===== src/rtl/uart_reg_bridge.sv =====
`timescale 1ns/1ps
// Byte-protocol bridge: 'W' addr data -> register write + ACK, 'R' addr -> register read + data.
// Define UART_REG_BRIDGE_TIMEOUT_EN to abandon partial packets after TIMEOUT_CYCLES of silence.
module uart_reg_bridge #(
    parameter int unsigned READ_LATENCY   = 1,
    parameter int unsigned TIMEOUT_CYCLES = 32000,
    parameter logic [7:0]  ACK_BYTE       = 8'h4B,
    parameter logic [7:0]  NAK_BYTE       = 8'h3F
) (
    input  logic       clk32_i,
    input  logic       reset_i,
    input  logic [7:0] rxdata_i,
    input  logic       rx_enable_i,
    output logic [7:0] txdata_o,
    output logic       tx_enable_o,
    input  logic       tx_ready_i,
    output logic [7:0] reg_addr_o,
    output logic [7:0] reg_wdata_o,
    output logic       reg_we_o,
    output logic       reg_re_o,
    input  logic [7:0] reg_rdata_i,
    output logic       rx_drop_o
);

    typedef enum logic [2:0] {
        StIdle, StAddr, StData, StWrite, StRead, StRdWait, StSend, StSendWait
    } state_e;

    localparam logic [7:0] CmdWrite = 8'h57;
    localparam logic [7:0] CmdRead  = 8'h52;
    localparam logic [1:0] RdLat    = 2'(READ_LATENCY);

    state_e     state_q;
    logic       is_write_q;
    logic [1:0] rd_cnt_q;
    logic [7:0] txdata_q;
    logic       tx_enable_q;
    logic [7:0] reg_addr_q;
    logic [7:0] reg_wdata_q;
    logic       reg_we_q;
    logic       reg_re_q;
    logic       rx_drop_q;
    logic       busy;

    assign busy = state_q inside {StWrite, StRead, StRdWait, StSend, StSendWait};

`ifdef UART_REG_BRIDGE_TIMEOUT_EN
    localparam logic [15:0] TmoLast = 16'(TIMEOUT_CYCLES - 1);
    logic [15:0] tmo_q;
`else
    logic unused_tmo;
    assign unused_tmo = ^TIMEOUT_CYCLES;
`endif

    always_ff @(posedge clk32_i or posedge reset_i) begin
        if (reset_i) begin
            state_q     <= StIdle;
            is_write_q  <= 1'b0;
            rd_cnt_q    <= 2'd0;
            txdata_q    <= 8'h00;
            tx_enable_q <= 1'b0;
            reg_addr_q  <= 8'h00;
            reg_wdata_q <= 8'h00;
            reg_we_q    <= 1'b0;
            reg_re_q    <= 1'b0;
            rx_drop_q   <= 1'b0;
`ifdef UART_REG_BRIDGE_TIMEOUT_EN
            tmo_q       <= 16'd0;
`endif
        end else begin
            reg_we_q    <= 1'b0;
            reg_re_q    <= 1'b0;
            tx_enable_q <= 1'b0;
            rx_drop_q   <= rx_enable_i && busy;
            // Entering StSend pre-issues tx_enable when the transmitter is already idle.
            unique case (state_q)
                StIdle: begin
                    if (rx_enable_i) begin
                        if (rxdata_i == CmdWrite || rxdata_i == CmdRead) begin
                            is_write_q <= (rxdata_i == CmdWrite);
                            state_q    <= StAddr;
                        end else begin
                            txdata_q    <= NAK_BYTE;
                            tx_enable_q <= tx_ready_i;
                            state_q     <= StSend;
                        end
                    end
                end
                StAddr: begin
                    if (rx_enable_i) begin
                        reg_addr_q <= rxdata_i;
                        if (is_write_q) begin
                            state_q <= StData;
                        end else begin
                            reg_re_q <= 1'b1;
                            state_q  <= StRead;
                        end
                    end
                end
                StData: begin
                    if (rx_enable_i) begin
                        reg_wdata_q <= rxdata_i;
                        reg_we_q    <= 1'b1;
                        state_q     <= StWrite;
                    end
                end
                StWrite: begin
                    txdata_q    <= ACK_BYTE;
                    tx_enable_q <= tx_ready_i;
                    state_q     <= StSend;
                end
                StRead: begin
                    if (READ_LATENCY == 0) begin
                        txdata_q    <= reg_rdata_i;
                        tx_enable_q <= tx_ready_i;
                        state_q     <= StSend;
                    end else begin
                        rd_cnt_q <= 2'd1;
                        state_q  <= StRdWait;
                    end
                end
                StRdWait: begin
                    if (rd_cnt_q == RdLat) begin
                        txdata_q    <= reg_rdata_i;
                        tx_enable_q <= tx_ready_i;
                        state_q     <= StSend;
                    end else begin
                        rd_cnt_q <= rd_cnt_q + 2'd1;
                    end
                end
                StSend: begin
                    if (tx_enable_q) begin
                        state_q <= StSendWait;
                    end else begin
                        tx_enable_q <= tx_ready_i;
                    end
                end
                StSendWait: begin
                    if (!tx_ready_i) begin
                        state_q <= StIdle;
                    end
                end
                default: state_q <= StIdle;
            endcase
`ifdef UART_REG_BRIDGE_TIMEOUT_EN
            if ((state_q == StAddr || state_q == StData) && !rx_enable_i) begin
                if (tmo_q == TmoLast) begin
                    tmo_q   <= 16'd0;
                    state_q <= StIdle;
                end else begin
                    tmo_q <= tmo_q + 16'd1;
                end
            end else begin
                tmo_q <= 16'd0;
            end
`endif
        end
    end

    assign txdata_o    = txdata_q;
    assign tx_enable_o = tx_enable_q;
    assign reg_addr_o  = reg_addr_q;
    assign reg_wdata_o = reg_wdata_q;
    assign reg_we_o    = reg_we_q;
    assign reg_re_o    = reg_re_q;
    assign rx_drop_o   = rx_drop_q;

endmodule

===== config.mk =====
export PLATFORM = sky130hd
export DESIGN_NAME = uart_reg_bridge
export DESIGN_NICKNAME = d
export VERILOG_FILES = /design/src/rtl/uart_reg_bridge.sv
export SDC_FILE = /design/constraint.sdc
export NUM_CORES = 1
export LEC_CHECK = 0
export BUFFER_PORTS_ARGS = -buffer_cell sky130_fd_sc_hd__buf_2
export CORE_UTILIZATION = 45
export CTS_CLUSTER_SIZE = 12
export DETAILED_ROUTE_END_ITERATION = 8
export PLACE_DENSITY = 0.74
export RECOVER_POWER = 25
export SLEW_MARGIN = 20
export SYNTH_ARGS = -nofsm -noshare
export SYNTH_HDL_FRONTEND = slang
export SYNTH_SLANG_ARGS = --single-unit
export TNS_END_PERCENT = 10

===== constraint.sdc =====
create_clock -name clk32_i -period 1.5 [get_ports clk32_i]
set_input_delay 0 -clock clk32_i [delete_from_list [all_inputs] [get_ports clk32_i]]
set_output_delay 0 -clock clk32_i [all_outputs]
set_load 0.01 [all_outputs]

== Word-level counts from Yosys, hierarchy flattened ==
Cells that the tools add are included.
Cells by class
  eq/ne operators: 18
  reduce and logical (&&, ||, !) cells: 12
  muxes and demuxes: 25
  $add $sub $neg: 1
Operators with widths (number)
  $mux W3: 8
  $mux W8: 3
  $pmux W3 S8: 1
  $pmux W8 S3: 1
  $eq A8 B7 Y1 const B: 2
  $ne A2 B2 Y1 const B: 7
  $eq A3 B3 Y1 const B: 4
  $mux W1: 9
  $eq A3 B2 Y1 const B: 2
  $reduce_and A2 Y1: 3
  $reduce_and A6 Y1: 1
  $reduce_bool A5 Y1: 1
  $pmux W1 S4: 1
  $pmux W2 S2: 1
  $reduce_and A4 Y1: 1
  $eq A3 B1 Y1 const B: 1
  $logic_not A3 Y1: 1
  $reduce_and A3 Y1: 1
  $reduce_bool A3 Y1: 1
  $add A2 B1 Y2 const B: 1
  $eq A2 B1 Y1 const B: 1
  $mux W2: 1
  $ne A2 B1 Y1 const B: 1
  $reduce_bool A2 Y1: 1
  other kinds (2): 2
Storage, ports and cells
  output and inout port bits: 28
  register bits after elaboration: 34
  bits of input ports: 20

== Depth between registers and ports, before layout ==
  word-level depth: 5
  gate-level depth with buffers: 6

== Worst setup path after synthesis ==
No wires, ideal clock.
  kind: register to register
  start: reg state_q[1]
  end: reg txdata_q[2] (netlist: txdata_o[2])
  path slack: -167 ps
  data arrival time: 1542 ps
  buffers on the path: 1
  required time: 1375 ps
  stages on the path, launching flop included: 6
  cell sequence: dfrtp_1 buf_2 nor4b_4 inv_2 o221ai_4 mux2_4
On the way
  longest elaborated chain between the ends: 3
RTL lines
  from (decl): line 33  | state_e state_q;
  from (signal assigned): line 57  | state_q <= StIdle;
  from (signal assigned): line 81  | state_q <= StAddr;
  from (signal assigned): line 85  | state_q <= StSend;
  $eq A3 B3 Y1 (tied with other cells): line 76  | unique case (state_q)
  $ne A2 B1 Y1 (no source line) (tied with other cells)
  $reduce_and A4 Y1 (no source line)
  to (signal assigned): line 114  | txdata_q <= reg_rdata_i;
  to (signal assigned): line 124  | txdata_q <= reg_rdata_i;
  to (decl): line 36  | logic [7:0] txdata_q;
Several ways; a longest one is shown, not always the timed one.
A chain may end at the register's enable or synchronous reset.

== Worst setup path in the final report ==
  start: reg state_q[0]
  end: reg txdata_q[5] (netlist: txdata_o[5])
Same word-level chain as after synthesis.

==> results.md <==
* Post-synth EDFFs at 0
* ANT cells at 0
* Hold Slack at 0.01326 ns
* Area after DPL at a little over 0.002 sq mm
* First-pass iteration count of the detailed router at 4
* Slew HR at about 44%
* NetSw at ~1.8 mW
* Sequential Power Share at 32.3%
* CTS sink count at 34
* Worst Slack Setup Final at -0.1426 ns
* Pwr Density at 2053 mW/mm^2
* Cell internal pwr at 3.106 mW
* Synth cell types at 37
* Comb power frac at around half
* Slowest cell on the critical path: dfrtp_1
* Required time of the critical path at around 1.7 ns
* Share of cells above drive strength 1 at about 49%
* Number of global-route vias before repair at between 1000 and 1500
* Clock latency on the worst-skew pair at just under 0.3 ns
* Sequential share of the synthesized area at between 50% and 60%
* RSZ-0062 raised after global routing: true
* Die Y at ~63 um
* Final core occ at approximately 69%
* Endpoints failing setup at 8
* Reg2reg start: state_q[0]
* CTS Buf Count at 5
* Clk pwr share at 17.2%
* Worst R2R Setup Slack at -0.14 ns
* Post-Syn Area at 0.001659 sq mm
* Final wirelength at between 4000 and 5000 um
* Hold Path Sink: txdata_o[3]
* Max cap viols at 0
* Final slew viol count at 0
* Die ar. at 0.003934 sq mm
* Hpwl dp at ~2700 um
* Mapped Nets at 162
* WHS Path Cells at 3
* CP Launch Type: register
* Switching Fraction at between 30% and 40%
* First-pass GRT wire length at 6617 um
* Area grow syn2layout at 42.76%
* Worst setup EP type: register
* ANT nets after route at 0
* Period minus WS final at about 1.6 ns
* Status: finished, violations left
* Crit Path Category: reg2reg
* Synth async-reset ratio at between 90% and 100%
* H-tree Lvls at 2
* Die extent in x at between 60 and 70 um
* Worst vdd ir at 1.393 mV
* Hold Vio Cnt, Final at 0
* Total GRT Usage at 22.34%
* FF-to-FF End: txdata_o[5]
* Yosys warns at 0
* # IOs at 48
* Routed len/inst at about 15 um
* Starting Density at around half
* Core Area at 0.003442 sq mm
* Most frequent cells in the layout: 47 x buf_2, 33 x dfrtp_1, 17 x mux2_2, 15 x nor2_1, 15 x buf_4
* Layout Nets at approximately 240
* Avg Cell Area, Syn at ~12 sq um
* Worst EP arrival at ~1.8 ns
* Worst reg2reg path depth at 6
* Seq cells post-synth at 34
* Design Area, Final at 0.002369 sq mm
* GPL Wtd Cong at around 0.87
* Vias at roughly 1400
* Worst-path cell chain: buf_6 > nor4b_4 > inv_2 > o221ai_4 > buf_12 > mux2_4
* Clock Tree Root: clkbuf_8
* Mean number of vias per cell at 5.181
* Ys flop type: dfrtp_1
* Largest net degree at the start of global routing at 35
* Drt first-iter violations at 30
* Pre-CTS WS at -0.1416 ns
* CTS tree: yes
* CP max stage delay at roughly 0.4 ns
* Grt total ovfl at 0
* CTS clk-pin slew, worst paths at 0.07 ns
* Final period utilization at 109.5%
* Worst-Margin Slew at around 0.84 ns
* Commonest non-fill, non-tap cell in the layout: buf_2
* Leakage Power at ~1.1 nW
* Clk_skew at 0.003721 ns
* Mapped Cells at ~140
* Initial antenna violation count at 0
* Clk buf depth at 2
* Row count at 21
* IO Port Bufs at between 40 and 50
* Hold Crit Class: in2reg
* Hold_sp: reg_rdata_i[3]
* Max Fclk at roughly 600 MHz
* Remaining DRCs at 0
* Worst-path maximum fanout at 6
* Violated checks: negative setup slack
==> cell usage after synthesis, types with 2 or more instances <==
| cell type | count | area (sq um) |
|---|---|---|
| dfrtp_1 | 34 | 850.8 |
| mux2_2 | 17 | 191.4 |
| nor2_1 | 15 | 56.30 |
| inv_1 | 6 | 22.52 |
| o21ai_0 | 6 | 30.03 |
| mux2_4 | 5 | 75.07 |
| nand2_1 | 5 | 18.77 |
| nor2b_1 | 5 | 31.28 |
| a21oi_1 | 4 | 20.02 |
| buf_2 | 4 | 20.02 |
| mux2i_1 | 3 | 30.03 |
| nand2b_1 | 3 | 18.77 |
| xnor2_1 | 3 | 26.28 |
| a221oi_1 | 2 | 17.52 |
| a31oi_1 | 2 | 12.51 |
| clkbuf_1 | 2 | 7.510 |
| nand3_1 | 2 | 10.01 |
| nor3_2 | 2 | 20.02 |
| o31a_1 | 2 | 17.52 |
| o31ai_1 | 2 | 15.01 |
==> cell type report <==
cell class / instances / area (sq um)
Tap cell: 46 / 57.56
Fill cell: 259 / 1074
Clock inverter: 3 / 45.04
Inverter: 7 / 26.28
Clock buffer: 5 / 68.82
Sequential cell: 34 / 852.1
Multi-Input combinational cell: 94 / 769.5
Timing Repair Buffer: 81 / 549.3
==> stage by stage <==
stage          cells  TNS, ns  total power, mW
2_1_floorplan    141   -1.523            2.964
3_5_place_dp     247  -0.9158            3.832
5_1_grt          270   -1.802            5.174
4_1_cts          268  -0.8008            4.813
6_report         270  -0.9687            4.864
3_3_place_gp     247  -0.4766            3.720
==> power groups by stage <==
stage | combinational, mW | sequential (mW) | clock [mW]
floorplan | 1.28 | 1.68 | 0
global placement | 2.20 | 1.52 | 0
detailed placement | 2.28 | 1.56 | 0
CTS | 2.40 | 1.55 | 0.857
global route | 2.67 | 1.61 | 0.891
finish | 2.46 | 1.57 | 0.838
==> registers in the layout, indices dropped and copies added (netlist names) <==
signal,cells
is_write_q,1
rx_drop_o,1
reg_re_o,1
txdata_o,8
tx_enable_o,1
reg_addr_o,8
state_q,3
reg_wdata_o,8
reg_we_o,1
rd_cnt_q,2
==> worst max-delay path: cells and delay by family (launching register included) <==
family	cells	cell delay, ns
AO/OA/AOI/OAI	1	0.16
buffers and inverters	3	0.36
flip-flops	1	0.41
multiplexers	1	0.30
AND/OR/NAND/NOR	1	0.30
==> per-layer routing <==
metal / wire length (um) / up-vias / global-route usage, % / part of all wire [%]
li1: - / 661 / - / -
met4: 77 / 0 / 8.140 / 1.9
met2: 2141 / 49 / 40.35 / 53
met3: 179 / 6 / 5.657 / 4.4
met1: 1635 / 683 / 25.18 / 41
met5: 0 / - / 0 / 0
==> cell families after synthesis <==
kind of cell	synth area share (%)
AND/OR/NAND/NOR	14.93
flip-flops	51.28
multiplexers	17.87
AO/OA/AOI/OAI	10.33
buffers and inverters	3.243
XOR/XNOR	1.584
adder cells (fa/ha/maj)	0.7540
==> worst max path at each step <==
| stage | start | endpoint | slack (ns) |
|---|---|---|---|
| final | state_q[0] | txdata_o[5] | -0.14 |
| after global routing | state_q[0] | txdata_o[5] | -0.23 |
| after CTS | state_q[0] | txdata_o[5] | -0.12 |
| after detailed placement | state_q[0] | txdata_o[3] | -0.14 |
| after global placement | state_q[1] | txdata_o[7] | -0.06 |
| after floorplan | state_q[0] | txdata_o[2] | -0.12 |
==> what timing repair did <==
| item | 4_1_cts | 5_1_grt |
|---|---|---|
| setup buffers | 1 | 2 |
| gates resized for setup | 3 | 6 |
| hold buffers | 12 | 0 |
| pin swaps | 1 | 4 |
| setup endpoints to repair | 8 | 18 |
| endpoints found under the hold margin | 48 | 0 |
Power figures use the tool's default switching activity.
